## config.mk

```make
export PLATFORM = sky130hd
export DESIGN_NAME = wb_stage
export DESIGN_NICKNAME = d
export VERILOG_FILES = /design/src/rtl/mips_pkg.sv /design/src/rtl/wb_stage_load_align.sv /design/src/rtl/wb_stage.sv
export SDC_FILE = /design/constraint.sdc
export NUM_CORES = 1
export LEC_CHECK = 0
export BUFFER_PORTS_ARGS = -buffer_cell sky130_fd_sc_hd__buf_4
export CAP_MARGIN = 20
export CORE_AREA = 2 2 189 191
export DETAILED_ROUTE_END_ITERATION = 10
export DIE_AREA = 0 0 191 193
export HOLD_SLACK_MARGIN = 0.05
export MAX_ROUTING_LAYER = met4
export PLACE_DENSITY = 0.41
export SLEW_MARGIN = 0
export SYNTH_ARGS = -nofsm -noshare
export SYNTH_HDL_FRONTEND = slang
export SYNTH_SLANG_ARGS = --single-unit
export TNS_END_PERCENT = 5
```

## constraint.sdc

```tcl
create_clock -name clk -period 1.7 [get_ports clk]
set_clock_uncertainty 0.05 [all_clocks]
set_input_delay 0.17 -clock clk [delete_from_list [all_inputs] [get_ports clk]]
set_output_delay 0.17 -clock clk [all_outputs]
set_load 0.005 [all_outputs]
```

## src/rtl/mips_pkg.sv

```systemverilog
// Shared pipeline encodings for the MIPS core: load opcodes, write-back source
// select and CP0 operation codes.
package mips_pkg;

    localparam logic [5:0] OP_LB  = 6'h20;
    localparam logic [5:0] OP_LH  = 6'h21;
    localparam logic [5:0] OP_LW  = 6'h23;
    localparam logic [5:0] OP_LBU = 6'h24;
    localparam logic [5:0] OP_LHU = 6'h25;

    typedef enum logic [1:0] {
        MEMTOREG_RESULT = 2'b00,
        MEMTOREG_LOAD   = 2'b01,
        MEMTOREG_HL     = 2'b10,
        MEMTOREG_CP0    = 2'b11
    } memtoreg_e;

    localparam logic [2:0] CP0OP_MTC0 = 3'd1;

    // Byte lane within the word for a given byte address.
    function automatic logic [1:0] byte_lane(input logic [1:0] addr, input bit big_endian);
        return big_endian ? (2'd3 - addr) : addr;
    endfunction

    // Halfword lane within the word; addr[0] is ignored.
    function automatic logic half_lane(input logic [1:0] addr, input bit big_endian);
        return big_endian ? ~addr[1] : addr[1];
    endfunction

endpackage

```

## src/rtl/wb_stage_load_align.sv

```systemverilog
// Load data extraction: picks the addressed byte/halfword out of the raw memory
// word and sign- or zero-extends it according to the load opcode.
module load_align
    import mips_pkg::*;
#(
    parameter int DATA_W     = 32,
    parameter bit BIG_ENDIAN = 1'b0
) (
    input  logic [5:0]        op,
    input  logic [1:0]        addr,
    input  logic [DATA_W-1:0] dout,
    output logic [DATA_W-1:0] data
);

    logic [1:0]  lane;
    logic        hlane;
    logic [7:0]  byte_v;
    logic [15:0] half_v;

    always_comb begin
        lane   = byte_lane(addr, BIG_ENDIAN);
        hlane  = half_lane(addr, BIG_ENDIAN);
        byte_v = dout[{lane, 3'b000} +: 8];
        half_v = dout[{hlane, 4'b0000} +: 16];
        data   = dout;
        unique case (op)
            OP_LB:   data = {{(DATA_W-8){byte_v[7]}}, byte_v};
            OP_LBU:  data = {{(DATA_W-8){1'b0}}, byte_v};
            OP_LH:   data = {{(DATA_W-16){half_v[15]}}, half_v};
            OP_LHU:  data = {{(DATA_W-16){1'b0}}, half_v};
            default: data = dout;
        endcase
    end

endmodule

```

## src/rtl/wb_stage.sv

```systemverilog
// Write-back stage: drives the GPR write port, owns the architectural HI/LO
// registers with a same-cycle bypass to EX, and issues mtc0 writes to CP0.
module wb_stage
    import mips_pkg::*;
#(
    parameter int DATA_W     = 32,
    parameter bit BIG_ENDIAN = 1'b0
) (
    input  logic                  clk,
    input  logic                  rst_n,
    input  logic [DATA_W-1:0]     wr_dout,
    input  logic [DATA_W-1:0]     wr_result,
    input  logic [DATA_W-1:0]     wr_HL,
    input  logic [2*DATA_W-1:0]   wr_mult,
    input  logic [DATA_W-1:0]     wr_busA_mux2,
    input  logic [DATA_W-1:0]     wr_busB_mux2,
    input  logic [4:0]            wr_rw,
    input  logic                  wr_regWr,
    input  logic                  wr_multWr,
    input  logic                  wr_Highin,
    input  logic                  wr_Lowin,
    input  logic [1:0]            wr_memtoreg,
    input  logic [5:0]            wr_op,
    input  logic [2:0]            wr_cp0op,
    input  logic [4:0]            wr_cs,
    input  logic [2:0]            wr_sel,
    input  logic [DATA_W-1:0]     wr_cp0_dout,
    output logic                  rf_we,
    output logic [4:0]            rf_waddr,
    output logic [DATA_W-1:0]     rf_wdata,
    output logic [DATA_W-1:0]     hi_q,
    output logic [DATA_W-1:0]     lo_q,
    output logic [DATA_W-1:0]     hi_fwd,
    output logic [DATA_W-1:0]     lo_fwd,
    output logic                  cp0_we,
    output logic [4:0]            cp0_addr,
    output logic [2:0]            cp0_sel,
    output logic [DATA_W-1:0]     cp0_wdata
);

    logic [DATA_W-1:0] load_data;
    logic [DATA_W-1:0] hi_d;
    logic [DATA_W-1:0] lo_d;

    load_align #(
        .DATA_W     (DATA_W),
        .BIG_ENDIAN (BIG_ENDIAN)
    ) u_load_align (
        .op   (wr_op),
        .addr (wr_result[1:0]),
        .dout (wr_dout),
        .data (load_data)
    );

    always_comb begin
        rf_we    = wr_regWr & (wr_rw != 5'd0);
        rf_waddr = wr_rw;
        rf_wdata = wr_result;
        unique case (memtoreg_e'(wr_memtoreg))
            MEMTOREG_RESULT: rf_wdata = wr_result;
            MEMTOREG_LOAD:   rf_wdata = load_data;
            MEMTOREG_HL:     rf_wdata = wr_HL;
            MEMTOREG_CP0:    rf_wdata = wr_cp0_dout;
            default:         rf_wdata = wr_result;
        endcase
    end

    // A product write owns both halves; mthi/mtlo in the same cycle are lost.
    always_comb begin
        hi_d = hi_q;
        lo_d = lo_q;
        if (wr_multWr) begin
            {hi_d, lo_d} = wr_mult;
        end else begin
            if (wr_Highin) hi_d = wr_busA_mux2;
            if (wr_Lowin)  lo_d = wr_busA_mux2;
        end
        hi_fwd = hi_d;
        lo_fwd = lo_d;
    end

    always_ff @(posedge clk or negedge rst_n) begin
        if (!rst_n) begin
            hi_q <= '0;
            lo_q <= '0;
        end else begin
            hi_q <= hi_d;
            lo_q <= lo_d;
        end
    end

    always_comb begin
        cp0_we    = (wr_cp0op == CP0OP_MTC0);
        cp0_addr  = wr_cs;
        cp0_sel   = wr_sel;
        cp0_wdata = wr_busB_mux2;
    end

endmodule

```

==> flow_metrics.env <==
export IMPL_outcome="complete, but fails checks"
export IMPL_violations="negative setup slack"
export IMPL_hp_start="wr_mult[45]"
export IMPL_cp_start_kind="input pin"
export IMPL_min_path_type="input pin to flip-flop"
export IMPL_setup_violations=32
export IMPL_h_tree_depth=3
export IMPL_synth_top_area_cell="dfrtp_1"
export IMPL_whs_ps=56.3
export IMPL_vdd_ir_drop_max_mv=0.473
export IMPL_cts_tree="built"
export IMPL_area_growth_pct=92.2
export IMPL_ys_top_cells_by_area="dfrtp_1, mux2i_1, o21ai_0"
export IMPL_cts_root_buf="clkbuf_16"
export IMPL_drc=0
export IMPL_start_util_pct=13.6
export IMPL_synth_edf_count=0
export IMPL_layout_nets=1263
export IMPL_grt_ovfl_total=0
export IMPL_drive_gt1_share_pct=54.3
export IMPL_syn_avg_cell_area_um2=8.60
export IMPL_rr_worst_depth=2
export IMPL_yosys_warnings=0
export IMPL_leakagePower_nw=4.56
export IMPL_reg2reg_to="hi_q[27]"
export IMPL_timing_final_crit_share_pct=119
export IMPL_yosysSeqAreaShare_pct=33.6
export IMPL_drt_wl_total_um=28600
export IMPL_synth_cells=554
export IMPL_nFillCells=3835
export IMPL_synth_nets=840
export IMPL_antenna_found_initial=7
export IMPL_fin_ws_ps=-315
export IMPL_worstHoldEndpoint="hi_q[13]"
export IMPL_fmax_mhz=496
export IMPL_finalHoldViolCount=0
export IMPL_post_route_min_period_ps=2010
export IMPL_viasPerCell=4.10
export IMPL_wl_met3_um=3100
export IMPL_place_ws_ps=-392
export IMPL_rrSetupSlack_ps=700
export IMPL_combPwrFrac_pct=38.2
export IMPL_p_clk_share_pct=30.8
export IMPL_p_int_mw=3.91
export IMPL_core_area_mm2=0.0350
export IMPL_cts_clk_slew_worst_paths_ps=50
export IMPL_grt_max_degree=43
export IMPL_die_x_um=191
export IMPL_pwr_share_seq_pct=31.0
export IMPL_cts_made_buffers=9
export IMPL_cts_buffer_depth=2
export IMPL_layout_commonest_cell="buf_4"
export IMPL_p_per_area_mw_per_mm2=616
export IMPL_grtUsageTotal_pct=15.0
export IMPL_drt_iter0_drc=107
export IMPL_cp_max_fo=4
export IMPL_rsz0062_at_grt="true"
export IMPL_dr_pass1_iters=4
export IMPL_swShare_pct=30.6
export IMPL_vias=5932
export IMPL_place_congestion=0.872
export IMPL_grt_pass1_wl_um=39300
export IMPL_top_layer_used="met4"
export IMPL_synth_area_mm2=0.00476
export IMPL_ys_seq_elements=64
export IMPL_fin_util_pct=26.2
export IMPL_clk_latency_ps=330
export IMPL_port_buffers=412
export IMPL_async_flop_share_pct=100
export IMPL_grt_pass1_vias=6176
export IMPL_whs_path_depth=3
export IMPL_required_ps=1480
export IMPL_relSlewSlack_pct=71.8
export IMPL_routedWlPerCell_um=19.7
export IMPL_final_cell_mix="buf_4, nand2_1, mux2i_1"
export IMPL_timing_rr_start="hi_q[27]"
export IMPL_endpoint_kind="output port"
export IMPL_dr_wl_met2_um=15000
export IMPL_maxCapViolations=0
export IMPL_die_y_um=193
export IMPL_numClockSinks=64
export IMPL_antenna_left=0
export IMPL_dp_hpwl_um=24100
export IMPL_slew_violations=0
export IMPL_yosysUniqueCellTypes=37
export IMPL_tightest_slew_ps=419
export IMPL_worstPathArrival_ps=1790
export IMPL_die_area_mm2=0.0369
export IMPL_worstSetupPathType="input pin to output port"
export IMPL_synth_top_area_share_pct=33.6
export IMPL_p_switching_mw=1.73
export IMPL_synthFlopType="dfrtp_1"
export IMPL_num_rows=69
export IMPL_wl_met1_um=9640
export IMPL_ios=493
-- Yosys cell counts (all sizes together) (2+ instances only) --
| cell | number |
|---|---|
| a221oi | 16 |
| o21ai | 77 |
| o2bb2ai | 2 |
| nor2 | 33 |
| buf | 55 |
| nor2b | 6 |
| a221o | 2 |
| nor3b | 3 |
| nand2b | 9 |
| o32a | 5 |
| a211o | 2 |
| a21oi | 18 |
| a2111oi | 2 |
| nor3 | 5 |
| and2 | 6 |
| mux2i | 90 |
| mux2 | 11 |
| mux4 | 2 |
| clkbuf | 33 |
| dfrtp | 64 |
| a211oi | 2 |
| nand2 | 90 |
| a22oi | 4 |
| o22ai | 11 |
-- worst max path at each step --
stage / start / to / slack, ps / depth (start not counted)
2_1_floorplan: wr_memtoreg[1] / rf_wdata[21] / -20 / 7
3_3_place_gp: wr_op[1] / rf_wdata[9] / -380 / 7
3_5_place_dp: wr_op[1] / rf_wdata[13] / -390 / 7
4_1_cts: wr_op[4] / rf_wdata[7] / -320 / 6
5_1_grt: wr_op[1] / rf_wdata[7] / -380 / 6
6_report: wr_op[1] / rf_wdata[7] / -310 / 6
-- timing repair --
action,4_1_cts,5_1_grt
endpoints found under the hold margin,45,0
gates resized for setup,20,16
pin swaps,4,4
hold buffers,22,0
setup endpoints to repair,32,32
setup buffers,1,0
-- layer usage --
metal / GRT usage, % / vias up
met5: - / -
met4: 5.55 / 0
met3: 5.70 / 44
met2: 27.8 / 331
met1: 14.1 / 2774
li1: - / 2783
-- worst max-delay path: stages --
cell and delay (ps):
buf_6 90, or4b_4 580, and2_4 180, mux4_2 430
or2_1 220, buf_6 120
-- sequential cells by signal, indices dropped and copies added, names as in the netlist --
register  flops
lo_q         32
hi_q         32
-- stage by stage --
stage               setup TNS [ps]  total power, mW  cell area, um2  instances
floorplan                     -411             2.48            4760        554
global placement             -7990             3.87            8480       1404
detailed placement           -8490             3.86            8480       1404
global route                 -8390             5.95            9150       1445
finish                       -6310             5.64            9150       1446
CTS                          -6640             5.70            9070       1442
-- cell type report --
| class | instances | area, um2 | share of cell area, % |
|---|---|---|---|
| Antenna cell | 4 | 10.0 | 0.109 |
| Tap cell | 461 | 577 | 6.30 |
| Timing Repair Buffer | 500 | 3910 | 42.8 |
| Sequential cell | 64 | 1600 | 17.5 |
| Inverter | 1 | 3.75 | 0.0410 |
| Clock inverter | 3 | 18.8 | 0.205 |
| Multi-Input combinational cell | 401 | 2780 | 30.4 |
| Clock buffer | 12 | 246 | 2.69 |
-- power by group through the flow --
stage	Sequential, mW	Combinational (mW)	Clock, mW
2_1_floorplan	1.78	0.707	0
3_3_place_gp	1.77	2.10	0
3_5_place_dp	1.77	2.09	0
4_1_cts	1.75	2.17	1.78
5_1_grt	1.77	2.34	1.84
6_report	1.75	2.15	1.74
-- cell families after synthesis --
logic type             share of synthesized area [%]
multiplexers                                    22.5
AO/OA/AOI/OAI                                   18.6
AND/OR/NAND/NOR                                 14.3
buffers and inverters                           11.0
flip-flops                                      33.6
(Power assumes the default switching activity.)
